### src/rtl/wb_pkg.sv
// Shared types and sizes for the writeback arbiter and its register scoreboard.
package wb_pkg;

  localparam int unsigned NUM_REGS = 8;
  localparam int unsigned DIR_W    = 3;
  localparam int unsigned VDATA_W  = 64;
  localparam int unsigned SDATA_W  = 8;

  typedef struct packed {
    logic [DIR_W-1:0]   dir;
    logic               scalar;
    logic [VDATA_W-1:0] data;
  } wb_req_t;

  typedef enum logic {
    BANK_VEC = 1'b0,
    BANK_SCA = 1'b1
  } bank_t;

endpackage

### src/rtl/wb_scoreboard.sv
// Pending-write scoreboard: one bit per register in each bank, set at issue
// reservation and cleared when the bank write strobes; drives the read stall.
module wb_scoreboard
  import wb_pkg::*;
(
  input  logic             clk_i,
  input  logic             rst_i,
  input  logic             alloc_valid_i,
  input  logic [DIR_W-1:0] alloc_dir_i,
  input  logic             alloc_scalar_i,
  output logic             alloc_ready_o,
  input  logic             wr_vec_i,
  input  logic [DIR_W-1:0] wr_vec_dir_i,
  input  logic             wr_sca_i,
  input  logic [DIR_W-1:0] wr_sca_dir_i,
  input  logic [DIR_W-1:0] dir_a_i,
  input  logic [DIR_W-1:0] dir_b_i,
  input  logic [DIR_W-1:0] dir_ae_i,
  input  logic             read_i,
  input  logic             read_e_i,
  output logic             stall_o
);

  logic [NUM_REGS-1:0] pend_v_q, pend_v_d;
  logic [NUM_REGS-1:0] pend_s_q, pend_s_d;
  logic                target_pend;
  logic                alloc_fire;

  always_comb begin
    target_pend = alloc_scalar_i ? pend_s_q[alloc_dir_i] : pend_v_q[alloc_dir_i];
    alloc_ready_o = !rst_i && !target_pend;
    alloc_fire = alloc_valid_i && alloc_ready_o;
  end

  // Clears are applied first so a same-edge reservation of the same register wins.
  always_comb begin
    pend_v_d = pend_v_q;
    pend_s_d = pend_s_q;
    if (wr_vec_i) pend_v_d[wr_vec_dir_i] = 1'b0;
    if (wr_sca_i) pend_s_d[wr_sca_dir_i] = 1'b0;
    if (alloc_fire) begin
      if (bank_t'(alloc_scalar_i) == BANK_SCA) pend_s_d[alloc_dir_i] = 1'b1;
      else                                     pend_v_d[alloc_dir_i] = 1'b1;
    end
  end

  always_ff @(posedge clk_i or posedge rst_i) begin
    if (rst_i) begin
      pend_v_q <= '0;
      pend_s_q <= '0;
    end else begin
      pend_v_q <= pend_v_d;
      pend_s_q <= pend_s_d;
    end
  end

  always_comb begin
    stall_o = (read_i && (pend_v_q[dir_a_i] || pend_v_q[dir_b_i])) ||
              (read_e_i && pend_s_q[dir_ae_i]);
  end

endmodule

### src/rtl/wb_arbiter.sv
// Two-requester writeback arbiter for the vector and scalar register banks with
// round-robin on same-bank conflicts. Define WB_SCOREBOARD_EN to add the pending scoreboard.
module wb_arbiter
  import wb_pkg::*;
(
  input  logic               clk,
  input  logic               rst,
  input  logic               r0_valid,
  output logic               r0_ready,
  input  logic [DIR_W-1:0]   r0_dir,
  input  logic               r0_scalar,
  input  logic [VDATA_W-1:0] r0_data,
  input  logic               r1_valid,
  output logic               r1_ready,
  input  logic [DIR_W-1:0]   r1_dir,
  input  logic               r1_scalar,
  input  logic [VDATA_W-1:0] r1_data,
  output logic [DIR_W-1:0]   dir_esc,
  output logic [VDATA_W-1:0] data,
  output logic               signal_esc,
  output logic [DIR_W-1:0]   dir_escE,
  output logic [SDATA_W-1:0] dataE,
  output logic               signal_escE,
  input  logic               alloc_valid,
  output logic               alloc_ready,
  input  logic [DIR_W-1:0]   alloc_dir,
  input  logic               alloc_scalar,
  input  logic [DIR_W-1:0]   dir_A,
  input  logic [DIR_W-1:0]   dir_B,
  input  logic [DIR_W-1:0]   dir_AE,
  input  logic               signal_read,
  input  logic               signal_readE,
  output logic               stall
);

  wb_req_t req0, req1;
  wb_req_t vec_sel, sca_sel;
  logic    conflict, hs0, hs1;
  logic    vec_we, sca_we;
  // rr_q = 0: requester 0 wins the next same-bank conflict.
  logic    rr_q, rr_d;

  logic               sig_v_q, sig_s_q;
  logic [DIR_W-1:0]   dir_v_q, dir_s_q;
  logic [VDATA_W-1:0] data_v_q;
  logic [SDATA_W-1:0] data_s_q;

  always_comb begin
    req0 = '{dir: r0_dir, scalar: r0_scalar, data: r0_data};
    req1 = '{dir: r1_dir, scalar: r1_scalar, data: r1_data};
    conflict = r0_valid && r1_valid && (bank_t'(req0.scalar) == bank_t'(req1.scalar));
    r0_ready = !rst && (!conflict || !rr_q);
    r1_ready = !rst && (!conflict || rr_q);
    hs0 = r0_valid && r0_ready;
    hs1 = r1_valid && r1_ready;
    rr_d = conflict ? hs0 : rr_q;
  end

  always_comb begin
    vec_we  = 1'b0;
    sca_we  = 1'b0;
    vec_sel = req0;
    sca_sel = req0;
    if (hs0 && bank_t'(req0.scalar) == BANK_VEC) begin
      vec_we  = 1'b1;
      vec_sel = req0;
    end else if (hs1 && bank_t'(req1.scalar) == BANK_VEC) begin
      vec_we  = 1'b1;
      vec_sel = req1;
    end
    if (hs0 && bank_t'(req0.scalar) == BANK_SCA) begin
      sca_we  = 1'b1;
      sca_sel = req0;
    end else if (hs1 && bank_t'(req1.scalar) == BANK_SCA) begin
      sca_we  = 1'b1;
      sca_sel = req1;
    end
  end

  always_ff @(posedge clk or posedge rst) begin
    if (rst) begin
      rr_q     <= 1'b0;
      sig_v_q  <= 1'b0;
      sig_s_q  <= 1'b0;
      dir_v_q  <= '0;
      dir_s_q  <= '0;
      data_v_q <= '0;
      data_s_q <= '0;
    end else begin
      rr_q    <= rr_d;
      sig_v_q <= vec_we;
      sig_s_q <= sca_we;
      if (vec_we) begin
        dir_v_q  <= vec_sel.dir;
        data_v_q <= vec_sel.data;
      end
      if (sca_we) begin
        dir_s_q  <= sca_sel.dir;
        data_s_q <= sca_sel.data[SDATA_W-1:0];
      end
    end
  end

  assign signal_esc  = sig_v_q;
  assign dir_esc     = dir_v_q;
  assign data        = data_v_q;
  assign signal_escE = sig_s_q;
  assign dir_escE    = dir_s_q;
  assign dataE       = data_s_q;

`ifdef WB_SCOREBOARD_EN
  wb_scoreboard u_scoreboard (
    .clk_i          (clk),
    .rst_i          (rst),
    .alloc_valid_i  (alloc_valid),
    .alloc_dir_i    (alloc_dir),
    .alloc_scalar_i (alloc_scalar),
    .alloc_ready_o  (alloc_ready),
    .wr_vec_i       (sig_v_q),
    .wr_vec_dir_i   (dir_v_q),
    .wr_sca_i       (sig_s_q),
    .wr_sca_dir_i   (dir_s_q),
    .dir_a_i        (dir_A),
    .dir_b_i        (dir_B),
    .dir_ae_i       (dir_AE),
    .read_i         (signal_read),
    .read_e_i       (signal_readE),
    .stall_o        (stall)
  );
`else
  logic unused_sb;
  assign unused_sb   = ^{alloc_valid, alloc_dir, alloc_scalar, dir_A, dir_B, dir_AE,
                         signal_read, signal_readE};
  assign alloc_ready = !rst;
  assign stall       = 1'b0;
`endif

endmodule
### config.mk
export PLATFORM = sky130hd
export DESIGN_NAME = wb_arbiter
export DESIGN_NICKNAME = d
export VERILOG_FILES = /design/src/rtl/wb_pkg.sv /design/src/rtl/wb_scoreboard.sv /design/src/rtl/wb_arbiter.sv
export SDC_FILE = /design/constraint.sdc
export NUM_CORES = 1
export LEC_CHECK = 0
export BUFFER_PORTS_ARGS = -buffer_cell sky130_fd_sc_hd__buf_2
export CORE_ASPECT_RATIO = 0.8
export CORE_MARGIN = 8
export CORE_UTILIZATION = 40
export CTS_CLUSTER_SIZE = 10
export DETAILED_ROUTE_END_ITERATION = 6
export GPL_TIMING_DRIVEN = 0
export PLACE_DENSITY = 0.81
export SLEW_MARGIN = 10
export SYNTH_ARGS = -nofsm -noshare
export SYNTH_HDL_FRONTEND = slang
export SYNTH_SLANG_ARGS = --single-unit
### constraint.sdc
create_clock -name clk -period 3.55 [get_ports clk]
set_input_delay 0.71 -clock clk [delete_from_list [all_inputs] [get_ports clk]]
set_output_delay 0.71 -clock clk [all_outputs]
set_load 0.02 [all_outputs]
==> impl_metrics.ini <==
[run_status]
status = finished clean

[layout]
final_area_um2 = 6450
nFillCells = 1022
final_layout_size_suffix_gt1_frac = 0.430
seqCellArea_um2 = 2030
diodes = 0
synthToLayoutAreaGrowth_pct = 35.1
layout.nets = 837
finalCoreUtilization = 0.558
multiInputGateArea_um2 = 2410

[sta]
hold_viol = 0
finalSetupViolCount = 0
max_freq_mhz = 315
finClkSkew_ps = 3.71
slew_violations = 0
final.min_clock_period_ps = 3170
whs_ps = 510
worst_slew_pin_slew_ps = 672
max_slew_margin = 0.549
fin_ws_ps = 377
rsz0062_at_grt = false
fin_crit_sh = 0.894

[floorplanning]
die_w_um = 138
coreArea_um2 = 11600
die_y_um = 114
die-area_um2 = 15700
num_rows = 35
start_util = 0.413
ios = 240

[clock_tree]
cts_tree = built
post_cts_buffers = 1
ctsHoldBuffers = 0
cts.repair.resized = 0
clockBufferDepth = 2
path_clk_slew_ps = 70
root_buffer = clkbuf_16
htree_levels = 3
clock_sinks = 81
cts_buffers = 9
clock_latency_ps = 330

[power_and_ir_drop]
p_clk_frac = 0.323
pwr-share-comb = 0.304
power_mw = 3.18
p_int_mw = 2.11
swShare = 0.337
power_density_nw_per_um2 = 494
switchingPower_mw = 1.07
sequentialPowerShare = 0.372
power.leakage_nw = 2.88
ir_worst_vdd_uv = 243

[place]
place_ws_ps = -283
place_area_um2 = 6110
place.gp.congestion = 0.824
io_buffers = 221
dp_hpwl_um = 13500

[hold_path]
hold_path_depth = 1
min_path_type = reg2reg

[logic_synthesis]
syn_inst = 445
synthFlopType = dfrtp_1
yosysTopAreaCellShare = 0.425
avgSynthCellArea_um2 = 10.7
synth_top_area_cell = dfrtp_1
syn_area_um2 = 4770
synthArstFlopShare = 1.00
syn-num-nets = 601
yosysSeqAreaShare = 0.425
yosys_warnings = 0
synth.area.top_cells = dfrtp_1, a221oi_1, a2bb2oi_1
synth_edf_count = 0
yosysMostFrequentCell = dfrtp_1
synth_seq_cells = 81
synth_commonest_cells = dfrtp_1, a221oi_1, a2bb2oi_1, clkbuf_1, nor4bb_1
ys_types = 31

[critical_path]
cp_cell_sequence = buf_2 > buf_4 > buf_2 > buf_1 > clkinvlp_4 > buf_12 > buf_2
cp_top_family = buffers and inverters
reg2reg_depth = 5
crit_top_cell = buf_2
path_max_fanout = 26
cp.depth = 7
critPathArrivalTime_ps = 2460
start_kind = input pin
max_stage_delay_ps = 490
required_ps = 2840
slowest_stage = buf_1
cp-end-kind = output port
crit_type = in2out
reg2reg_slack_ps = 1670
path_buf_inv = 7

[routing]
vias_per_cell = 6.19
drt.antenna.violating_nets = 0
drt-total-wl_um = 18000
first_pass_iters = 4
vias = 5164
wire_per_inst_um = 21.6
drt_iter0_drc = 331
drc_errors = 0

[global_route]
overflow = 0
grt_pass1_vias = 5448
track_usage = 0.222
antenna_found_initial = 0
grt_pass1_wl_um = 29000
grt_max_degree = 30

[job]
maxCapViolations = 0
flip-flops by register name (all words and copies together), names as in the netlist:
signal,cells
rr_q,1
dir_esc,3
data,64
dir_escE,3
dataE,8
signal_esc,1
signal_escE,1
layout make-up:
type	instances	share of cell area
tap	148	0.0287
multi-input combinational	289	0.373
timing repair inverter	1	0.000776
inverter	4	0.00291
timing repair buffer	224	0.179
clock inverter	7	0.0157
buffer	71	0.0505
clock buffer	9	0.0349
sequential	81	0.314
cell usage in the layout (no fill, tap or decap), types with 2 or more instances in the layout:
cell type	instances
dfrtp_1	81
inv_6	2
and3_1	2
nand2b_1	2
nor3b_1	23
a21o_1	2
o21ai_0	26
nor4bb_1	32
buf_6	2
o21ai_1	30
buf_2	239
and4bb_2	24
buf_4	6
inv_1	2
nand2_1	2
buf_12	2
bufinv_16	2
buf_1	7
clkbuf_1	37
nand3b_1	2
a21oi_1	2
clkbuf_16	9
clkinvlp_4	2
clkbuf_2	2
a221oi_1	56
a2bb2oi_1	56
a221o_1	22
final timing paths:
path | startpoint | endpoint
max in group asynchronous | rst | data[60]$_DFFE_PP0P_
min reg2reg | data[0]$_DFFE_PP0P_ | data[0]$_DFFE_PP0P_
min | data[0]$_DFFE_PP0P_ | data[0]$_DFFE_PP0P_
min in group asynchronous | rst | rr_q$_DFFE_PP0N_
max reg2reg | rr_q$_DFFE_PP0N_ | data[6]$_DFFE_PP0P_
max | rst | alloc_ready
cell families (layout without fill, tap and decap cells):
group / after synthesis / in the layout / synth area share
buf+inv: 75 / 316 / 0.0713
mux: 1 / 1 / 0.00236
compound gates: 195 / 195 / 0.317
xor+xnor: 1 / 1 / 0.00184
other cells: 1 / 1 / 0.000786
simple gates: 91 / 91 / 0.182
flops: 81 / 81 / 0.425
stage by stage:
| step | instances | setup TNS (ps) |
|---|---|---|
| 5_1_grt | 834 | 0 |
| 6_report | 834 | 0 |
| 2_1_floorplan | 445 | 0 |
| 3_5_place_dp | 816 | -283 |
| 4_1_cts | 834 | 0 |
| 3_3_place_gp | 814 | -1140 |
power by group through the flow:
stage | registers (mW) | clock network [mW] | logic [mW]
after global placement | 1.19 | 0 | 0.942
after CTS | 1.18 | 1.04 | 0.975
final | 1.19 | 1.03 | 0.969
after global routing | 1.20 | 1.08 | 1.04
after floorplan | 1.39 | 0 | 0.394
after detailed placement | 1.20 | 0 | 0.970
per-layer routing:
metal	wire length, um	GRT usage	up-vias
met5	0	0	-
met1	7750	0.280	2577
li1	-	-	2307
met2	8660	0.367	258
met3	1390	0.0660	22
met4	216	0.0535	0
Note: power is estimated with default switching activity, not from simulation.
